[config.mk]
export PLATFORM = sky130hd
export DESIGN_NAME = lookup_scan_ctrl_flat
export DESIGN_NICKNAME = d
export VERILOG_FILES = /design/src/rtl/lookup_scan_ctrl_if.sv /design/src/rtl/lookup_scan_ctrl.sv /design/src/flat_wrapper.sv
export SDC_FILE = /design/constraint.sdc
export NUM_CORES = 1
export LEC_CHECK = 0
export ABC_CLOCK_PERIOD_IN_PS = 2790
export BUFFER_PORTS_ARGS = -buffer_cell sky130_fd_sc_hd__clkbuf_2
export CAP_MARGIN = 40
export CORE_AREA = 2 2 123 125
export DETAILED_ROUTE_END_ITERATION = 8
export DIE_AREA = 0 0 125 127
export GPL_ROUTABILITY_DRIVEN = 0
export GPL_TIMING_DRIVEN = 0
export PLACE_DENSITY = 0.8
export SYNTH_ARGS = -nofsm -noshare
export SYNTH_HDL_FRONTEND = slang
export SYNTH_SLANG_ARGS = --single-unit
[constraint.sdc]
create_clock -name clk -period 2.79 [get_ports clk]
set_clock_uncertainty 0.15 [all_clocks]
set_input_delay 0.279 -clock clk [delete_from_list [all_inputs] [get_ports clk]]
set_output_delay 0.279 -clock clk [all_outputs]
set_load 0.01 [all_outputs]
[src/rtl/lookup_scan_ctrl_if.sv]
// Interface bundling the control, mux and status signals of lookup_scan_ctrl.
interface lookup_scan_ctrl_if #(
   parameter int NCH     = 32,
   parameter int IDX_W   = 5,
   parameter int DWELL_W = 16
);
   logic               start;
   logic               abort;
   logic               loop;
   logic [NCH-1:0]     enable_mask;
   logic [DWELL_W-1:0] dwell;
   logic               pulse_in;
   logic [NCH-1:0]     select;
   logic [IDX_W-1:0]   chan_idx;
   logic               busy;
   logic               done;
   logic [NCH-1:0]     hit_mask;

   // Controller side: drives commands and the mux output, observes status.
   modport master (
      output start, abort, loop, enable_mask, dwell, pulse_in,
      input  select, chan_idx, busy, done, hit_mask
   );

   // Sequencer side.
   modport slave (
      input  start, abort, loop, enable_mask, dwell, pulse_in,
      output select, chan_idx, busy, done, hit_mask
   );
endinterface

[src/rtl/lookup_scan_ctrl.sv]
// Scan sequencer for the pulse look-up mux: walks the latched channel mask,
// dwells on each channel and records which channels showed a pulse.
module lookup_scan_ctrl #(
   parameter int NCH     = 32,
   parameter int IDX_W   = 5,
   parameter int DWELL_W = 16
) (
   input logic              clk,
   input logic              rst,
   lookup_scan_ctrl_if.slave bus
);

   typedef enum logic [1:0] {S_IDLE, S_SCAN, S_DONE} state_t;

   state_t             r_state,  w_state_next;
   logic [NCH-1:0]     r_mask,   w_mask_next;
   logic               r_loop,   w_loop_next;
   logic [DWELL_W-1:0] r_dwell,  w_dwell_next;
   logic [DWELL_W-1:0] r_cnt,    w_cnt_next;
   logic [IDX_W-1:0]   r_idx,    w_idx_next;
   logic [NCH-1:0]     r_acc,    w_acc_next;
   logic [NCH-1:0]     r_hit,    w_hit_next;
   logic               r_done,   w_done_next;

   logic [NCH-1:0]     w_above;
   logic               w_has_next;
   logic [IDX_W-1:0]   w_next_idx;
   logic [IDX_W-1:0]   w_first_idx;
   logic [IDX_W-1:0]   w_start_idx;
   logic [DWELL_W-1:0] w_dwell_eff;
   logic [NCH-1:0]     w_acc_cur;

   // Index of the lowest set bit (0 when none set; callers guard on that).
   function automatic logic [IDX_W-1:0] f_lowest(input logic [NCH-1:0] m);
      logic [IDX_W-1:0] r;
      r = '0;
      for (int i = NCH - 1; i >= 0; i--) begin
         if (m[i]) r = IDX_W'(i);
      end
      return r;
   endfunction

   // Enabled channels strictly above the current one.
   genvar gi;
   generate
      for (gi = 0; gi < NCH; gi++) begin : g_above
         assign w_above[gi] = r_mask[gi] && (IDX_W'(gi) > r_idx);
      end
   endgenerate

   assign w_has_next  = |w_above;
   assign w_next_idx  = f_lowest(w_above);
   assign w_first_idx = f_lowest(r_mask);
   assign w_start_idx = f_lowest(bus.enable_mask);
   assign w_dwell_eff = (bus.dwell == '0) ? DWELL_W'(1) : bus.dwell;
   // Accumulator including this cycle's sample (pulse_in follows select combinationally).
   assign w_acc_cur   = r_acc | (NCH'(bus.pulse_in) << r_idx);

   assign bus.select   = (r_state == S_SCAN) ? (NCH'(1) << r_idx) : '0;
   assign bus.busy     = (r_state == S_SCAN);
   assign bus.done     = r_done;
   assign bus.chan_idx = r_idx;
   assign bus.hit_mask = r_hit;

   // Next-state and datapath updates; abort overrides everything but reset.
   always_comb begin
      w_state_next = r_state;
      w_mask_next  = r_mask;
      w_loop_next  = r_loop;
      w_dwell_next = r_dwell;
      w_cnt_next   = r_cnt;
      w_idx_next   = r_idx;
      w_acc_next   = r_acc;
      w_hit_next   = r_hit;
      w_done_next  = 1'b0;

      if (bus.abort) begin
         w_state_next = S_IDLE;
         w_acc_next   = '0;
      end else begin
         case (r_state)
            S_IDLE: begin
               if (bus.start) begin
                  if (bus.enable_mask != '0) begin
                     w_state_next = S_SCAN;
                     w_mask_next  = bus.enable_mask;
                     w_loop_next  = bus.loop;
                     w_dwell_next = w_dwell_eff;
                     w_cnt_next   = w_dwell_eff - DWELL_W'(1);
                     w_idx_next   = w_start_idx;
                     w_acc_next   = '0;
                  end else begin
                     w_state_next = S_DONE;
                     w_hit_next   = '0;
                     w_done_next  = 1'b1;
                  end
               end
            end
            S_SCAN: begin
               w_acc_next = w_acc_cur;
               if (r_cnt != '0) begin
                  w_cnt_next = r_cnt - DWELL_W'(1);
               end else if (w_has_next) begin
                  w_idx_next = w_next_idx;
                  w_cnt_next = r_dwell - DWELL_W'(1);
               end else begin
                  w_hit_next  = w_acc_cur;
                  w_done_next = 1'b1;
                  if (r_loop) begin
                     w_idx_next = w_first_idx;
                     w_cnt_next = r_dwell - DWELL_W'(1);
                     w_acc_next = '0;
                  end else begin
                     w_state_next = S_DONE;
                  end
               end
            end
            S_DONE: begin
               w_state_next = S_IDLE;
            end
            default: begin
               w_state_next = S_IDLE;
            end
         endcase
      end
   end

   // State and datapath registers with synchronous reset.
   always_ff @(posedge clk) begin
      if (rst) begin
         r_state <= S_IDLE;
         r_mask  <= '0;
         r_loop  <= 1'b0;
         r_dwell <= DWELL_W'(1);
         r_cnt   <= '0;
         r_idx   <= '0;
         r_acc   <= '0;
         r_hit   <= '0;
         r_done  <= 1'b0;
      end else begin
         r_state <= w_state_next;
         r_mask  <= w_mask_next;
         r_loop  <= w_loop_next;
         r_dwell <= w_dwell_next;
         r_cnt   <= w_cnt_next;
         r_idx   <= w_idx_next;
         r_acc   <= w_acc_next;
         r_hit   <= w_hit_next;
         r_done  <= w_done_next;
      end
   end

endmodule

[src/flat_wrapper.sv]
// flat-port wrapper written by rule: the top's interface ports become plain ports
module lookup_scan_ctrl_flat 
#(
   parameter int NCH     = 32,
   parameter int IDX_W   = 5,
   parameter int DWELL_W = 16
)
  (clk, rst, bus_start, bus_abort, bus_loop, bus_enable_mask, bus_dwell, bus_pulse_in, bus_select, bus_chan_idx, bus_busy, bus_done, bus_hit_mask);
  lookup_scan_ctrl_if #(.NCH(NCH), .IDX_W(IDX_W), .DWELL_W(DWELL_W)) bus_i ();
  input logic clk;
  input logic rst;
  input wire logic [$bits(bus_i.start)-1:0] bus_start;
  input wire logic [$bits(bus_i.abort)-1:0] bus_abort;
  input wire logic [$bits(bus_i.loop)-1:0] bus_loop;
  input wire logic [$bits(bus_i.enable_mask)-1:0] bus_enable_mask;
  input wire logic [$bits(bus_i.dwell)-1:0] bus_dwell;
  input wire logic [$bits(bus_i.pulse_in)-1:0] bus_pulse_in;
  output wire logic [$bits(bus_i.select)-1:0] bus_select;
  output wire logic [$bits(bus_i.chan_idx)-1:0] bus_chan_idx;
  output wire logic [$bits(bus_i.busy)-1:0] bus_busy;
  output wire logic [$bits(bus_i.done)-1:0] bus_done;
  output wire logic [$bits(bus_i.hit_mask)-1:0] bus_hit_mask;
  assign bus_i.start = bus_start;
  assign bus_i.abort = bus_abort;
  assign bus_i.loop = bus_loop;
  assign bus_i.enable_mask = bus_enable_mask;
  assign bus_i.dwell = bus_dwell;
  assign bus_i.pulse_in = bus_pulse_in;
  assign bus_select = bus_i.select;
  assign bus_chan_idx = bus_i.chan_idx;
  assign bus_busy = bus_i.busy;
  assign bus_done = bus_i.done;
  assign bus_hit_mask = bus_i.hit_mask;
  lookup_scan_ctrl #(.NCH(NCH), .IDX_W(IDX_W), .DWELL_W(DWELL_W)) u_core (.clk(clk), .rst(rst), .bus(bus_i));
endmodule
# Word level (Yosys, flattened, before mapping)

Cells that the tools add are included.

Memories kept: 0
Output and inout port bits: 71
Memory bits (read-only): 0
RAM bits: 0
Bits in latches: 0
Logic and storage cells: 234
Register bits: 137
Input port bits: 54

$mul: 0
Add/sub/neg operators: 3
Muxes and demuxes: 132
Bitwise gates (word level): 2
Shifts and indexed selects: 2
$lt $le $gt $ge: 32
Reduce and logical (&&, ||, !) cells: 45
Eq/ne operators: 9
Divide/modulo/power cells: 0

Operator list:

| kind                  | number |
|---|---|
| $mux 5                | 101 |
| $mux 32               | 10 |
| $pmux 32 s2           | 2 |
| $mux 16               | 6 |
| $gt 5x5->1 const A    | 16 |
| $sub 16x1->16 const B | 3 |
| $gt 4x5->1 const A    | 8 |
| $logic_and 1x1->1     | 32 |
| $or 32x32->32         | 1 |
| $pmux 16 s2           | 1 |
| $reduce_bool 32->1    | 1 |
| $reduce_or 32->1      | 1 |
| $shl 1x5->32          | 1 |
| $shl 1x5->32 const A  | 1 |
| $gt 3x5->1 const A    | 4 |
| $logic_not 16->1      | 1 |
| $reduce_bool 16->1    | 1 |
| $reduce_and 6->1      | 2 |
| $gt 1x5->1 const A    | 2 |
| $gt 2x5->1 const A    | 2 |
| $mux 2                | 5 |
| $ne 2x2->1 const B    | 5 |
| $pmux 5 s2            | 1 |
| $reduce_and 4->1      | 2 |
| 13 further kinds      | 16 |

# Longest topological paths before layout

Depth in word-level cells: 37
Depth in mapped cells: 11
Mapped depth without buffers: 10

# Least setup slack after synthesis

Ideal clock, no wire load.

Path type: register -> output
From: register u_core.r_state[1]
To: output bus_select[14]
Arrival: 2.118 ns
Cell stages (with the launch flop): 9
Required time: 2.361 ns
Setup slack: 0.243 ns
Cell sequence: dfxtp_1 > nand2b_1 > buf_4 > inv_1 > clkbuf_1 > clkbuf_1 > clkbuf_1 > nand2_1 > nor4_1

Cells in the longest elaborated chain, start to end: 2

RTL lines:

| element                | line                    | RTL |
|---|---|---|
| from (decl)            | lookup_scan_ctrl.sv:15  | `state_t r_state, w_state_next;` |
| from (signal assigned) | lookup_scan_ctrl.sv:141 | `r_state <= w_state_next;` |
| $eq 2x1->1             | --                      |  |
| via bus_busy           | flat_wrapper.sv:20      | `output wire logic [$bits(bus_i.busy)-1:0] bus_busy;` |
| $mux 32                | lookup_scan_ctrl.sv:59  | `assign bus.select = (r_state == S_SCAN) ? (NCH'(1) << r_idx) : '0;` |
| to (decl)              | flat_wrapper.sv:18      | `output wire logic [$bits(bus_i.select)-1:0] bus_select;` |

The timed path passes the listed nets, and every way through them passes these cells.

# Final worst setup path

From: register u_core.r_idx[4], in the netlist u_core.bus.chan_idx[4]
To: register u_core.r_idx[1], in the netlist u_core.bus.chan_idx[1]

Cells in the longest elaborated chain, start to end: 37

RTL lines:

| element                | line                    | RTL |
|---|---|---|
| from (decl)            | lookup_scan_ctrl.sv:20  | `logic [IDX_W-1:0] r_idx, w_idx_next;` |
| from (signal assigned) | lookup_scan_ctrl.sv:146 | `r_idx <= w_idx_next;` |
| $gt 5x5->1             | lookup_scan_ctrl.sv:47  | `assign w_above[gi] = r_mask[gi] && (IDX_W'(gi) > r_idx);` |
| $logic_and 1x1->1      | lookup_scan_ctrl.sv:47  |  |
| $mux 5 (32 in a row)   | lookup_scan_ctrl.sv:38  | `if (m[i]) r = IDX_W'(i);` |
| $mux 5                 | lookup_scan_ctrl.sv:103 | `end else if (w_has_next) begin` |
| $mux 5                 | lookup_scan_ctrl.sv:101 | `if (r_cnt != '0) begin` |
| $pmux 5 s2             | lookup_scan_ctrl.sv:81  | `case (r_state)` |

Parallel ways exist; a longest one is shown, timed or not. The select of a mux whose other input is x is not followed.
A chain may end at the register's enable or synchronous reset.

==> impl_metrics.toml <==
[logic_synthesis]
ys_dominant_reg_cell = "dfxtp_1"
synth_cell_types = 86
yosys-top-cells-area = "dfxtp_1 33%, a21oi_1 10%, nand2_1 6.6%, nor2_1 5.7%, o21ai_0 4.2%"
netlist_instances = 1133
syn_area_per_cell_sq_um = 7.302
yosysWarnings = 0
synth_enable_flop_cells = 0
ys_async_sr_fraction_pct = 0
synth_top_area_share_pct = 33.15
syn-num-nets = 1188
seq_area_frac_synth_pct = 33.15
synth_seq_cells = 137
syn-cell-area_sq_um = 8273
yosysTopAreaCell = "dfxtp_1"

[detailed_routing]
drc_errors = 0
dr.pass1.iters = 9
wirelength_mm = 29.37
num_vias = 10000
drtAntennaViolNets = 0
via_per_inst = 6.519
wl_per_cell_um = 19.14
first_iter_violations = 1449

[critical_path]
critPathLaunchType = "flip-flop"
crit_chain = "buf_4, and2_4, buf_2, a21boi_2, o22ai_1, a222oi_1, o2111ai_1, a211o_1, a311oi_2"
r2r_end = "u_core.bus.chan_idx[1]"
crit_buf_inv = 2
crit_type = "flip-flop to flip-flop"
critical_path.startpoint = "u_core.bus.chan_idx[4]"
cp_slowest_cell = "dfxtp_4"
cp.depth = 9
cp.required_ns = 2.96
rrSetupSlack_ns = 0.008
r2r_cells = 9
worst_ep_arrival_time_ns = 2.96
worst_setup_path_end_kind = "flip-flop"
slowest_delay_ns = 0.38
critPathMaxFanout = 10
reg2reg_from = "u_core.bus.chan_idx[4]"
cpLargestDelayFamily = "compound AO/OA/AOI/OAI gates"

[floorplanning]
initial_core_util_pct = 57.36
rows = 44
die_h_um = 127
placeableCoreArea_sq_um = 14420
die_width_um = 125
ios = 125
floorplan.die_area_sq_um = 15880

[sta]
finalMaxSlewViolations = 0
hold_violations = 0
fin_hold_ws_ns = 0.01353
rsz0062_at_grt = "true"
period_share_pct = 99.73
finalSetupViolCount = 0
maxSlewHeadroom_pct = 40.61
fmax_ghz = 0.3594
finalCriticalPeriod_ns = 2.782
worst_pin_slew_ns = 0.8684

[global_routing]
busiest_layer = "met2"
grtUsageMet1_pct = 45.77
globalRouteOverflowTotal = 0
track_usage_pct = 34.97
grt_pass1_wl_mm = 45.53
grtUsageMet2_pct = 56.59
grt_max_degree = 17
antenna_found_initial = 0
grt_pass1_vias = 9097
met3_usage_pct = 6.910

[final_layout]
final_common_cell = "a21oi_1"
fillerInstances = 1095
regArea_sq_um = 2763
drive_gt1_share_pct = 23.85
final_cell_mix = "164 x a21oi_1, 143 x nand2_1, 133 x clkbuf_2"
fin_area_sq_um = 10700
nets = 1392
final_util_pct = 74.16
area.growth.synth_to_final_pct = 29.30
stdcell_count = 1534
multiInputGateArea_sq_um = 5283
diodes = 0

[status]
status = "finished, final reports clean"

[power]
p_seq_share_pct = 36.9
p_per_area_nw_per_um2 = 530.3
switching_share_pct = 32.23
power_frac_comb_pct = 20.5
switchingPower_mw = 1.828
intPower_mw = 3.844
ir_worst_vdd_mv = 0.4645
pwr-share-clk_pct = 42.6
p_leak_nw = 3.892

[clock_tree]
insertion_delay_ns = 0.43
clk_pin_slew_ns = 0.07
cts_sinks = 137
tritoncts = "built"
cts-htree-levels = 4
clock_path_buffers = 2
cts_root_buffer = "clkbuf_16"
cts_made_buffers = 17

[worst_hold_path]
hold_start = "bus_enable_mask[7]"
hold_depth = 3
hold_path_class = "input port to flip-flop"
hold_end = "u_core.r_mask[7]"

[place]
port_buffers = 124
placed_area_sq_um = 9124
dp_hpwl_mm = 20.27
dp_cells = 1441

[run]
maxCapViolCount = 0
-- metal layers --
| layer | share of wire, % | wire [um] |
|---|---|---|
| met2 | 45 | 13320 |
| met1 | 40 | 11620 |
| met4 | 3.9 | 1152 |
| met5 | 0 | 0 |
| met3 | 11 | 3274 |
-- through the flow --
| stage | setup TNS [ns] | setup WS, ns | power (mW) |
|---|---|---|---|
| CTS | 0 | 0.004423 | 5.512 |
| floorplan | 0 | 0.2428 | 2.768 |
| detailed placement | -30.90 | -0.6081 | 3.070 |
| global placement | -25.60 | -0.5967 | 3.055 |
| finish | 0 | 0.007527 | 5.672 |
| global route | -0.3873 | -0.05036 | 5.823 |
-- Yosys cell counts (all sizes together) (3+ instances only) --
cell,count
a21oi,166
nand2,148
dfxtp,137
nor2,127
o21ai,70
clkbuf,56
nand3,47
nor3,43
buf,33
nor4,33
a22oi,31
a211oi,27
inv,16
a31oi,15
nor2b,13
o31ai,13
nand4,11
nand2b,9
a21boi,8
and3,8
o211ai,8
o21bai,8
and2,7
a2111oi,6
a311oi,6
or2,6
or3,6
xnor2,6
a211o,5
a41oi,5
mux2i,5
o22ai,5
xor2,5
nor3b,4
o2111ai,4
o21a,4
o221ai,3
or4,3
or4b,3
-- cells by family after synthesis --
group,after synthesis,share of synthesized area (%)
mux,6,0.7411
compound gates,398,30.94
buf+inv,105,5.838
fa+ha+maj,2,0.2722
simple gates,474,27.89
flops,137,33.15
xor+xnor,11,1.165
-- registers in the layout, indices dropped and copies added (netlist names) --
name and count:
u_core.bus.chan_idx 5, u_core.bus.done 1, u_core.bus.hit_mask 32, u_core.r_state 2, u_core.r_mask 32, u_core.r_acc 32
u_core.r_cnt 16, u_core.r_loop 1, u_core.r_dwell 16
-- power by group through the flow --
stage / Clock, mW / Sequential, mW / Combinational (mW)
finish: 2.42 / 2.09 / 1.16
global route: 2.49 / 2.10 / 1.24
CTS: 2.40 / 2.08 / 1.02
detailed placement: 0 / 2.13 / 0.942
global placement: 0 / 2.13 / 0.929
floorplan: 0 / 2.10 / 0.664
-- worst max path at each step --
stage	slack [ns]	to
floorplan	0.24	bus_select[14]
CTS	0.004	bus_select[2]
global placement	-0.60	bus_select[14]
detailed placement	-0.61	bus_select[14]
global route	-0.05	u_core.r_cnt[14]
finish	0.008	u_core.bus.chan_idx[1]
-- worst register-to-register path, delay by kind of cell (launching register included) --
kind | cells | cell delay (ns)
AOI/OAI and AO/OA | 6 | 1.58
buffers and inverters | 2 | 0.38
DFF | 1 | 0.38
and+or+nand+nor | 1 | 0.17
-- cell type report --
| type | instances | area share (%) |
|---|---|---|
| Multi-Input combinational cell | 891 | 49.39 |
| Sequential cell | 137 | 25.83 |
| Inverter | 16 | 0.5615 |
| Buffer | 85 | 4.843 |
| Tap cell | 184 | 2.152 |
| Clock buffer | 17 | 3.977 |
| Timing Repair Buffer | 189 | 11.44 |
| Clock inverter | 15 | 1.813 |
-- what timing repair did --
action / in CTS / in global routing
gates cloned: 0 / 1
resized for setup: 39 / 94
hold endpoints to repair: 42 / 0
hold buffers: 42 / 0
endpoints found under the setup margin: 109 / 143
pin swaps: 1 / 14
setup buffers: 1 / 22
No activity file was read; power rests on OpenSTA's default activity.
